$ cat src/rtl/cpu_pkg.sv
// Shared definitions for the 8-bit accumulator CPU: opcode and phase encodings,
// run/halt state type and the ALU-operation membership test.
package cpu_pkg;

    localparam logic [2:0] OP_HLT = 3'd0;
    localparam logic [2:0] OP_SKZ = 3'd1;
    localparam logic [2:0] OP_ADD = 3'd2;
    localparam logic [2:0] OP_AND = 3'd3;
    localparam logic [2:0] OP_XOR = 3'd4;
    localparam logic [2:0] OP_LDA = 3'd5;
    localparam logic [2:0] OP_STO = 3'd6;
    localparam logic [2:0] OP_JMP = 3'd7;

    localparam logic [2:0] PH_INST_ADDR  = 3'd0;
    localparam logic [2:0] PH_INST_FETCH = 3'd1;
    localparam logic [2:0] PH_INST_LOAD  = 3'd2;
    localparam logic [2:0] PH_IDLE       = 3'd3;
    localparam logic [2:0] PH_OP_ADDR    = 3'd4;
    localparam logic [2:0] PH_OP_FETCH   = 3'd5;
    localparam logic [2:0] PH_ALU_OP     = 3'd6;
    localparam logic [2:0] PH_STORE      = 3'd7;

    typedef enum logic {
        ST_RUN    = 1'b0,
        ST_HALTED = 1'b1
    } run_state_e;

    // Instructions whose operand is read from memory and result lands in the accumulator.
    function automatic logic is_aluop(input logic [2:0] op);
        return (op == OP_ADD) || (op == OP_AND) || (op == OP_XOR) || (op == OP_LDA);
    endfunction

endpackage

$ cat src/rtl/cpu_phase_counter.sv
// Wrapping 3-bit instruction phase counter; advances when en is high and hold is low.
module cpu_phase_counter
    import cpu_pkg::*;
(
    input  logic       clk,
    input  logic       rst,
    input  logic       en,
    input  logic       hold,
    output logic [2:0] phase
);

    always_ff @(posedge clk or posedge rst) begin
        if (rst) begin
            phase <= PH_INST_ADDR;
        end else if (en && !hold) begin
            phase <= phase + 3'd1;
        end
    end

endmodule

$ cat src/rtl/cpu_sequencer.sv
// Instruction-cycle control FSM: decodes phase/opcode/zero into datapath strobes.
// Optional single-step operation is enabled by defining CPU_SEQ_SINGLE_STEP_EN.
//
// state      | meaning
// -----------+-----------------------------------------------------------
// ST_RUN     | phase counter cycles 0..7, strobes decoded from phase/opcode
// ST_HALTED  | HLT executed; phase frozen at OP_FETCH, only halt asserted
module cpu_sequencer
    import cpu_pkg::*;
#(
    parameter int OPC_W   = 3,
    parameter int PHASE_W = 3
) (
    input  logic               clk,
    input  logic               rst,
`ifdef CPU_SEQ_SINGLE_STEP_EN
    input  logic               step,
`endif
    input  logic [OPC_W-1:0]   opcode,
    input  logic               zero,
    output logic               sel,
    output logic               rd,
    output logic               ld_ir,
    output logic               inc_pc,
    output logic               ld_pc,
    output logic               ld_ac,
    output logic               wr,
    output logic               data_e,
    output logic               halt,
    output logic [PHASE_W-1:0] phase
);

    run_state_e state, state_next;
    logic       advance;
    logic       aluop;

`ifdef CPU_SEQ_SINGLE_STEP_EN
    assign advance = step;
`else
    assign advance = 1'b1;
`endif

    assign aluop = is_aluop(opcode);

    cpu_phase_counter u_phase_counter (
        .clk   (clk),
        .rst   (rst),
        .en    (advance),
        .hold  (state == ST_HALTED),
        .phase (phase)
    );

    always_ff @(posedge clk or posedge rst) begin
        if (rst) begin
            state <= ST_RUN;
        end else begin
            state <= state_next;
        end
    end

    always_comb begin
        state_next = state;
        sel        = 1'b0;
        rd         = 1'b0;
        ld_ir      = 1'b0;
        inc_pc     = 1'b0;
        ld_pc      = 1'b0;
        ld_ac      = 1'b0;
        wr         = 1'b0;
        data_e     = 1'b0;
        halt       = 1'b0;

        case (state)
            ST_RUN: begin
                if (advance && phase == PH_OP_ADDR && opcode == OP_HLT) begin
                    state_next = ST_HALTED;
                end
            end
            ST_HALTED: begin
`ifdef CPU_SEQ_SINGLE_STEP_EN
                if (step && opcode != OP_HLT) begin
                    state_next = ST_RUN;
                end
`endif
            end
            default: state_next = ST_RUN;
        endcase

        case (phase)
            PH_INST_ADDR: begin
                sel = 1'b1;
            end
            PH_INST_FETCH: begin
                sel = 1'b1;
                rd  = 1'b1;
            end
            PH_INST_LOAD, PH_IDLE: begin
                sel   = 1'b1;
                rd    = 1'b1;
                ld_ir = 1'b1;
            end
            PH_OP_ADDR: begin
                inc_pc = 1'b1;
                halt   = (opcode == OP_HLT);
            end
            PH_OP_FETCH: begin
                rd = aluop;
            end
            PH_ALU_OP: begin
                rd     = aluop;
                inc_pc = (opcode == OP_SKZ) && zero;
                ld_pc  = (opcode == OP_JMP);
                data_e = (opcode == OP_STO);
            end
            PH_STORE: begin
                rd     = aluop;
                ld_ac  = aluop;
                ld_pc  = (opcode == OP_JMP);
                wr     = (opcode == OP_STO);
                data_e = (opcode == OP_STO);
            end
            default: ;
        endcase

        // A halted CPU must not touch memory, PC or accumulator.
        if (state == ST_HALTED) begin
            sel    = 1'b0;
            rd     = 1'b0;
            ld_ir  = 1'b0;
            inc_pc = 1'b0;
            ld_pc  = 1'b0;
            ld_ac  = 1'b0;
            wr     = 1'b0;
            data_e = 1'b0;
            halt   = 1'b1;
        end

`ifdef CPU_SEQ_SINGLE_STEP_EN
        if (!step) begin
            sel    = 1'b0;
            rd     = 1'b0;
            ld_ir  = 1'b0;
            inc_pc = 1'b0;
            ld_pc  = 1'b0;
            ld_ac  = 1'b0;
            wr     = 1'b0;
            data_e = 1'b0;
        end
`endif
    end

endmodule

$ cat config.mk
export PLATFORM = sky130hd
export DESIGN_NAME = cpu_sequencer
export DESIGN_NICKNAME = d
export VERILOG_FILES = /design/src/rtl/cpu_pkg.sv /design/src/rtl/cpu_phase_counter.sv /design/src/rtl/cpu_sequencer.sv
export SDC_FILE = /design/constraint.sdc
export NUM_CORES = 1
export LEC_CHECK = 0
export CAP_MARGIN = 30
export CORE_AREA = 4 4 41 43
export DETAILED_ROUTE_END_ITERATION = 12
export DIE_AREA = 0 0 45 47
export PLACE_DENSITY = 0.5
export SETUP_SLACK_MARGIN = 0.1
export SLEW_MARGIN = 20
export SYNTH_ARGS = -nofsm -noshare
export SYNTH_HDL_FRONTEND = slang
export SYNTH_HIERARCHICAL = 1
export SYNTH_SLANG_ARGS = --single-unit
$ cat constraint.sdc
create_clock -name clk -period 1.59 [get_ports clk]
set_input_delay 0.477 -clock clk [delete_from_list [all_inputs] [get_ports clk]]
set_output_delay 0.477 -clock clk [all_outputs]
set_load 0.1 [all_outputs]
==> results_dict.tcl <==
set metrics [dict create \
    critical_path_buf_inv_count 4 \
    grt_pass1_vias 415 \
    fin_nets 80 \
    h-tree-depth 1 \
    grt_max_degree 7 \
    fin_ws_ns -0.310 \
    start_kind "input pin" \
    multi_input_area_um2 288 \
    place_inst 77 \
    final_antenna_net_count 0 \
    synth_area_um2 292 \
    cts_tree "done" \
    cp.arrival_ns 1.42 \
    finalSetupViolCount 10 \
    max_stage_delay_ns 0.26 \
    drv_cap 0 \
    rows 13 \
    area_delta_synth_final_pct 223 \
    io_pins 18 \
    fmax_ghz 0.526 \
    crit_type "in -> out" \
    cp_slowest_cell "a211oi_4" \
    ys_seq_area_share_pct 34.3 \
    hp-class "in -> async" \
    dp_slack_ns -0.736 \
    netlist_instances 31 \
    hold_viol 0 \
    rsz0062_at_grt "yes" \
    via_per_inst 4.48 \
    finalCritPeriodShare_pct 120 \
    cp_max_fo 2 \
    seqCellArea_um2 111 \
    fp.dieH_um 47 \
    endpoint_kind "output pin" \
    synth.avg_cell_area_um2 9.40 \
    r2r_end "u_phase_counter/phase[1]" \
    cts_buffers 3 \
    track_usage_pct 12.1 \
    die_area_um2 2120 \
    cp.required_ns 1.11 \
    grt_pass1_wl_um 1740 \
    skew_ns 0.0102 \
    place_area_um2 797 \
    fin_crit_ns 1.90 \
    path_delay_family "buffers and inverters" \
    post_drt_wl_per_cell_um 12.7 \
    path_cells "buf_6, buf_6, xnor2_2, buf_4, a211oi_4, buf_12" \
    postLayoutCellArea_um2 942 \
    hold_ws_ns 0.412 \
    drcViolationCount 0 \
    final_cell_mix "buf_12, buf_6, buf_4" \
    dp_hpwl_um 850 \
    firstDrtPassIters 2 \
    cts_root_buf "clkbuf_4" \
    wl_um 1110 \
    final_common_cell "buf_12" \
    drt_iter0_drc 1 \
    drive_gt1_share_pct 77.8 \
    synthDistinctLibCells 17 \
    slew_violations 0 \
    reg2reg_slack_ns 0.14 \
    diodes 0 \
    run_status "finished with violations" \
    overflow 0 \
    cp_common_cell "buf_6" \
    num_vias 390 \
    cts_max_path_buffers 2 \
    ys_warn_count 6 \
    antenna_found_initial 0 \
    rr_worst_depth 4 \
    clkSlewWorstSetupHoldPaths_ns 0.03 \
    port_buffers 17 \
    clk-insertion-delay-late_ns 0.25 \
    synth-seq-cells 4 \
    core_area_um2 1300 \
    rr_startpoint "u_phase_counter/phase[0]" \
    place.gp.congestion 0.719 \
    final_cells 87 \
    start_util_pct 22.4 \
    fillers 98 \
    cts_hold_buf 0 \
    violations "setup timing" \
    clock_sinks 4 \
    die_w_um 45 \
]
-- area by class of cell --
class	count	share of cell area [%]
Clock buffer	4	2.79
Inverter	5	1.99
Multi-Input combinational cell	23	30.5
Sequential cell	4	11.8
Tap cell	15	1.99
Timing Repair Buffer	36	50.9
-- how the worst max path moves through the flow --
stage | slack, ns | from | to | cells after the start
after floorplan | -1.09 | u_phase_counter/phase[2] | wr | 2
after detailed placement | -0.74 | opcode[2] | inc_pc | 4
final | -0.31 | opcode[1] | rd | 6
after global placement | -0.70 | opcode[2] | inc_pc | 4
after global routing | -0.40 | state | data_e | 4
after CTS | -0.35 | u_phase_counter/phase[1] | ld_pc | 4
-- stage by stage --
step	TNS [ns]	utilization [%]
after floorplan	-5.86	-
after global placement	-4.10	61.3
after detailed placement	-4.37	61.3
after CTS	-2.51	68.8
after global routing	-3.10	72.4
final	-2.51	72.4
-- what timing repair did --
item	in CTS	in global routing
setup buffers	2	6
gates resized for setup	30	7
pin swaps	7	6
endpoints found under the setup margin	12	12
-- registers in the layout (all words and copies together) (netlist names) --
register               count
state                      1
u_phase_counter/phase      3
-- routing by layer --
metal | wire, um | global-route usage (%) | share of wire (%) | up-vias
met5 | 0 | 0 | 0 | -
met4 | 28 | 10.5 | 2.5 | 0
met3 | 65 | 1.92 | 5.9 | 3
met2 | 663 | 24.9 | 60 | 16
met1 | 348 | 9.47 | 31 | 184
li1 | - | - | - | 187
-- Yosys cell counts --
library cell  count  share of area, %
inv_1             5               6.4
dfrtp_1           4                34
nor2_1            3               3.9
nor3_1            3               5.1
xnor2_1           3               9.0
nand3b_1          2               5.1
a2111oi_2         1               5.1
a211oi_1          1               2.6
a41o_1            1               3.4
and2_1            1               2.1
conb_1            1               1.3
ha_1              1               4.3
mux2_4            1               5.1
nand2_1           1               1.3
nand2b_4          1               4.7
nand4bb_1         1               3.9
nor4_1            1               2.1
-- logic make-up after synthesis --
group,share of synthesized area [%]
multiplexers,5.15
buffers and inverters,6.44
other,1.29
flip-flops,34.3
AO/OA/AOI/OAI,11.2
adder cells (fa/ha/maj),4.29
XOR/XNOR,9.01
AND/OR/NAND/NOR,28.3
Power is left out: the tool's default activity adds up to more than one toggle a clock period on the data nets, which glitch-free logic cannot reach.
==> patch (same settings) <==
Reset style: synchronous (`rst`), changed in 2 clocked blocks.
--- a/src/rtl/cpu_phase_counter.sv
+++ b/src/rtl/cpu_phase_counter.sv
@@ -10,5 +10,5 @@
 );
 
-    always_ff @(posedge clk or posedge rst) begin
+    always_ff @(posedge clk) begin
         if (rst) begin
             phase <= PH_INST_ADDR;
--- a/src/rtl/cpu_sequencer.sv
+++ b/src/rtl/cpu_sequencer.sv
@@ -51,5 +51,5 @@
     );
 
-    always_ff @(posedge clk or posedge rst) begin
+    always_ff @(posedge clk) begin
         if (rst) begin
             state <= ST_RUN;
Function: differs if rst is asserted again (counterexample within 4 cycles, from zero or initial values and one cycle with rst high); with rst held inactive, the same outputs for 10 cycles.
==> patch against the unedited design <==
- the run still ends with negative setup slack left
- final area rose by 3.3%
- wire length rose by 3.4%
- fmax rose by 2.5%
- sequential cell count did not move
- count of clock-buffer cells in the layout did not move
- critical path depth fell by 2
- worst setup slack improved by 0.047 ns
- sequential share of layout area fell by 2.3 points
- global-route usage rose by 0.85 points
- area after synthesis fell by 0.43%
- clock skew fell by 0.0030 ns
- utilization rose by 2.4 points
- critical endpoint is now inc_pc
Power is left out: it rests on default switching activity, and per cell area and clock period it moved more than threefold.
==> patch: results (changes against the unedited design) <==
- Later-pin clock latency in the skew report: 0.23 ns (was 0.25 ns)
- Worst-path maximum fanout: 2 (unchanged)
- Final setup margin: -0.263 ns (was -0.310 ns)
- First-pass GRT wire length: 1900 um (was 1740 um)
- Post-synthesis mux area share: 3.45% (was 5.15%)
- Vias in the first global route: 420 (was 415)
- Status: finished, violations left (unchanged)
- Delay-heaviest family, CP: compound AO/OA/AOI/OAI gates (was buffers and inverters)
- Yosys cell types: 20 (was 17)
- Share of layout cells above drive strength 1: 74.7% (was 77.8%)
- Register area share after synthesis: 27.6% (was 34.3%)
- Met2 usage: 23.4% (was 24.9%)
- Fraction of registers with async set or reset after synthesis: 0% (was 100%)
- Routing usage on met3: 3.07% (was 1.92%)
- Post-synth top cells: 5 x nor2_1, 4 x dfxtp_1, 4 x inv_1, 4 x nor3_1 (was 5 x inv_1, 4 x dfrtp_1, 3 x nor2_1, 3 x nor3_1, 3 x xnor2_1)
- Synth Area in Compound Gates: 13.4% (was 11.2%)
- I/O Buffers: 17 (unchanged)
- Iter 0 DRT Violations: 1 (unchanged)
- Failing checks: negative setup slack (unchanged)
- Htree depth: 1 (unchanged)
- DR pass1 iterations: 3 (was 2)
- Hold depth: 2
- Xor/xnor share of the synthesized area: 9.05% (was 9.01%)
- Arr. time, crit path: 1.38 ns (was 1.42 ns)
- GPL Wtd Cong: 0.749 (was 0.719)
- Via count: 389 (was 390)
- Crit-path max cell delay: 0.36 ns (was 0.26 ns)
- CTS Buffer Depth: 2 (unchanged)
- Root Driver: clkbuf_4 (unchanged)
- Antenna cells: 0 (unchanged)
- FF-to-FF path depth: 6 (was 4)
- Initial antenna violation count: 0 (unchanged)
- Met1 usage: 14.0% (was 9.47%)
- GRT Resource Usage Total: 12.9% (was 12.1%)
- Remaining DRCs: 0 (unchanged)
- Post-Syn Instances: 35 (was 31)
- # nets final: 83 (was 80)
- Synth warnings: 6 (unchanged)
- Final Setup Violations: 8 (was 10)
- Vias/cell: 4.32 (was 4.48)
- Biggest regs: u_phase_counter/phase (3), state (1) (unchanged)
- Top post-synthesis cells by area: dfxtp_1 28%, nor3_1 6.9%, nor2_1 6.5% (was dfrtp_1 34%, xnor2_1 9.0%, inv_1 6.4%)
- Clock slew at reported path FFs: 0.03 ns (about the same)
- Worst path slowest cell: a2111oi_4 (was a211oi_4)
- Total wire length: 1140 um (was 1110 um)
- Min-delay worst type: flip-flop to flip-flop (was input pin to async pin)
- Adder-cell share of the synthesized area: 4.31% (was 4.29%)
- FILL cells: 94 (was 98)
- Largest net degree at the start of global routing: 8 (was 7)
- Placed cells: 78 (was 77)
- Inserted Clock Buffers: 3 (unchanged)
- Main synth FF type: dfxtp_1 (was dfrtp_1)
- HPWL after DPL: 874 um (was 850 um)
- Max Clock Skew: 0.00721 ns (was 0.0102 ns)
## patch: what timing repair did
action,CTS,global route
hold buffers,0,0
gates resized for setup,28,10
setup buffers,6,3
pin swaps,12,3
endpoints found under the setup margin,11,10
## patch: final cells by class
class,count,area share (%)
Timing Repair Buffer,35,49.1
Multi-Input combinational cell,28,35.2
Tap cell,15,1.93
Inverter,4,1.54
Clock buffer,4,2.70
Sequential cell,4,9.51
## patch: stage by stage
step	cell area, um2	hold slack (ns)	TNS (ns)	setup slack, ns
detailed placement	805	0.575	-4.73	-0.734
finish	973	0.614	-1.51	-0.263
CTS	942	0.621	-1.59	-0.269
global route	973	0.638	-1.85	-0.287
floorplan	420	0.540	-4.98	-1.00
global placement	805	0.552	-4.40	-0.701
## patch: final timing paths
kind	from	slack (ns)	endpoint
worst max-delay path	opcode[2]	-0.26	inc_pc
worst min-delay path	u_phase_counter/phase[0]$_SDFFE_PP0P_	0.61	u_phase_counter/phase[0]$_SDFFE_PP0P_
worst max register to register	u_phase_counter/phase[1]$_SDFFE_PP0P_	0.43	u_phase_counter/phase[2]$_SDFFE_PP0P_
worst min register to register	u_phase_counter/phase[0]$_SDFFE_PP0P_	0.61	u_phase_counter/phase[0]$_SDFFE_PP0P_
## patch: worst register-to-register path, cell delays in order, from the launching register on
cell and delay (ns):
dfxtp_4 0.34, buf_6 0.12, buf_6 0.12, ha_1 0.17, nand3b_1 0.09, xor2_1 0.15
nor2_1 0.06
## patch: cells by family after synthesis
logic type | count (synthesis)
buffers and inverters | 4
AND/OR/NAND/NOR | 17
flip-flops | 4
adder cells (fa/ha/maj) | 1
other | 1
multiplexers | 1
XOR/XNOR | 3
AO/OA/AOI/OAI | 4
## patch: per-layer routing
layer	vias to the layer above	wire length, um
met3	0	61
met5	-	0
met2	14	657
li1	201	-
met4	0	0
met1	174	425
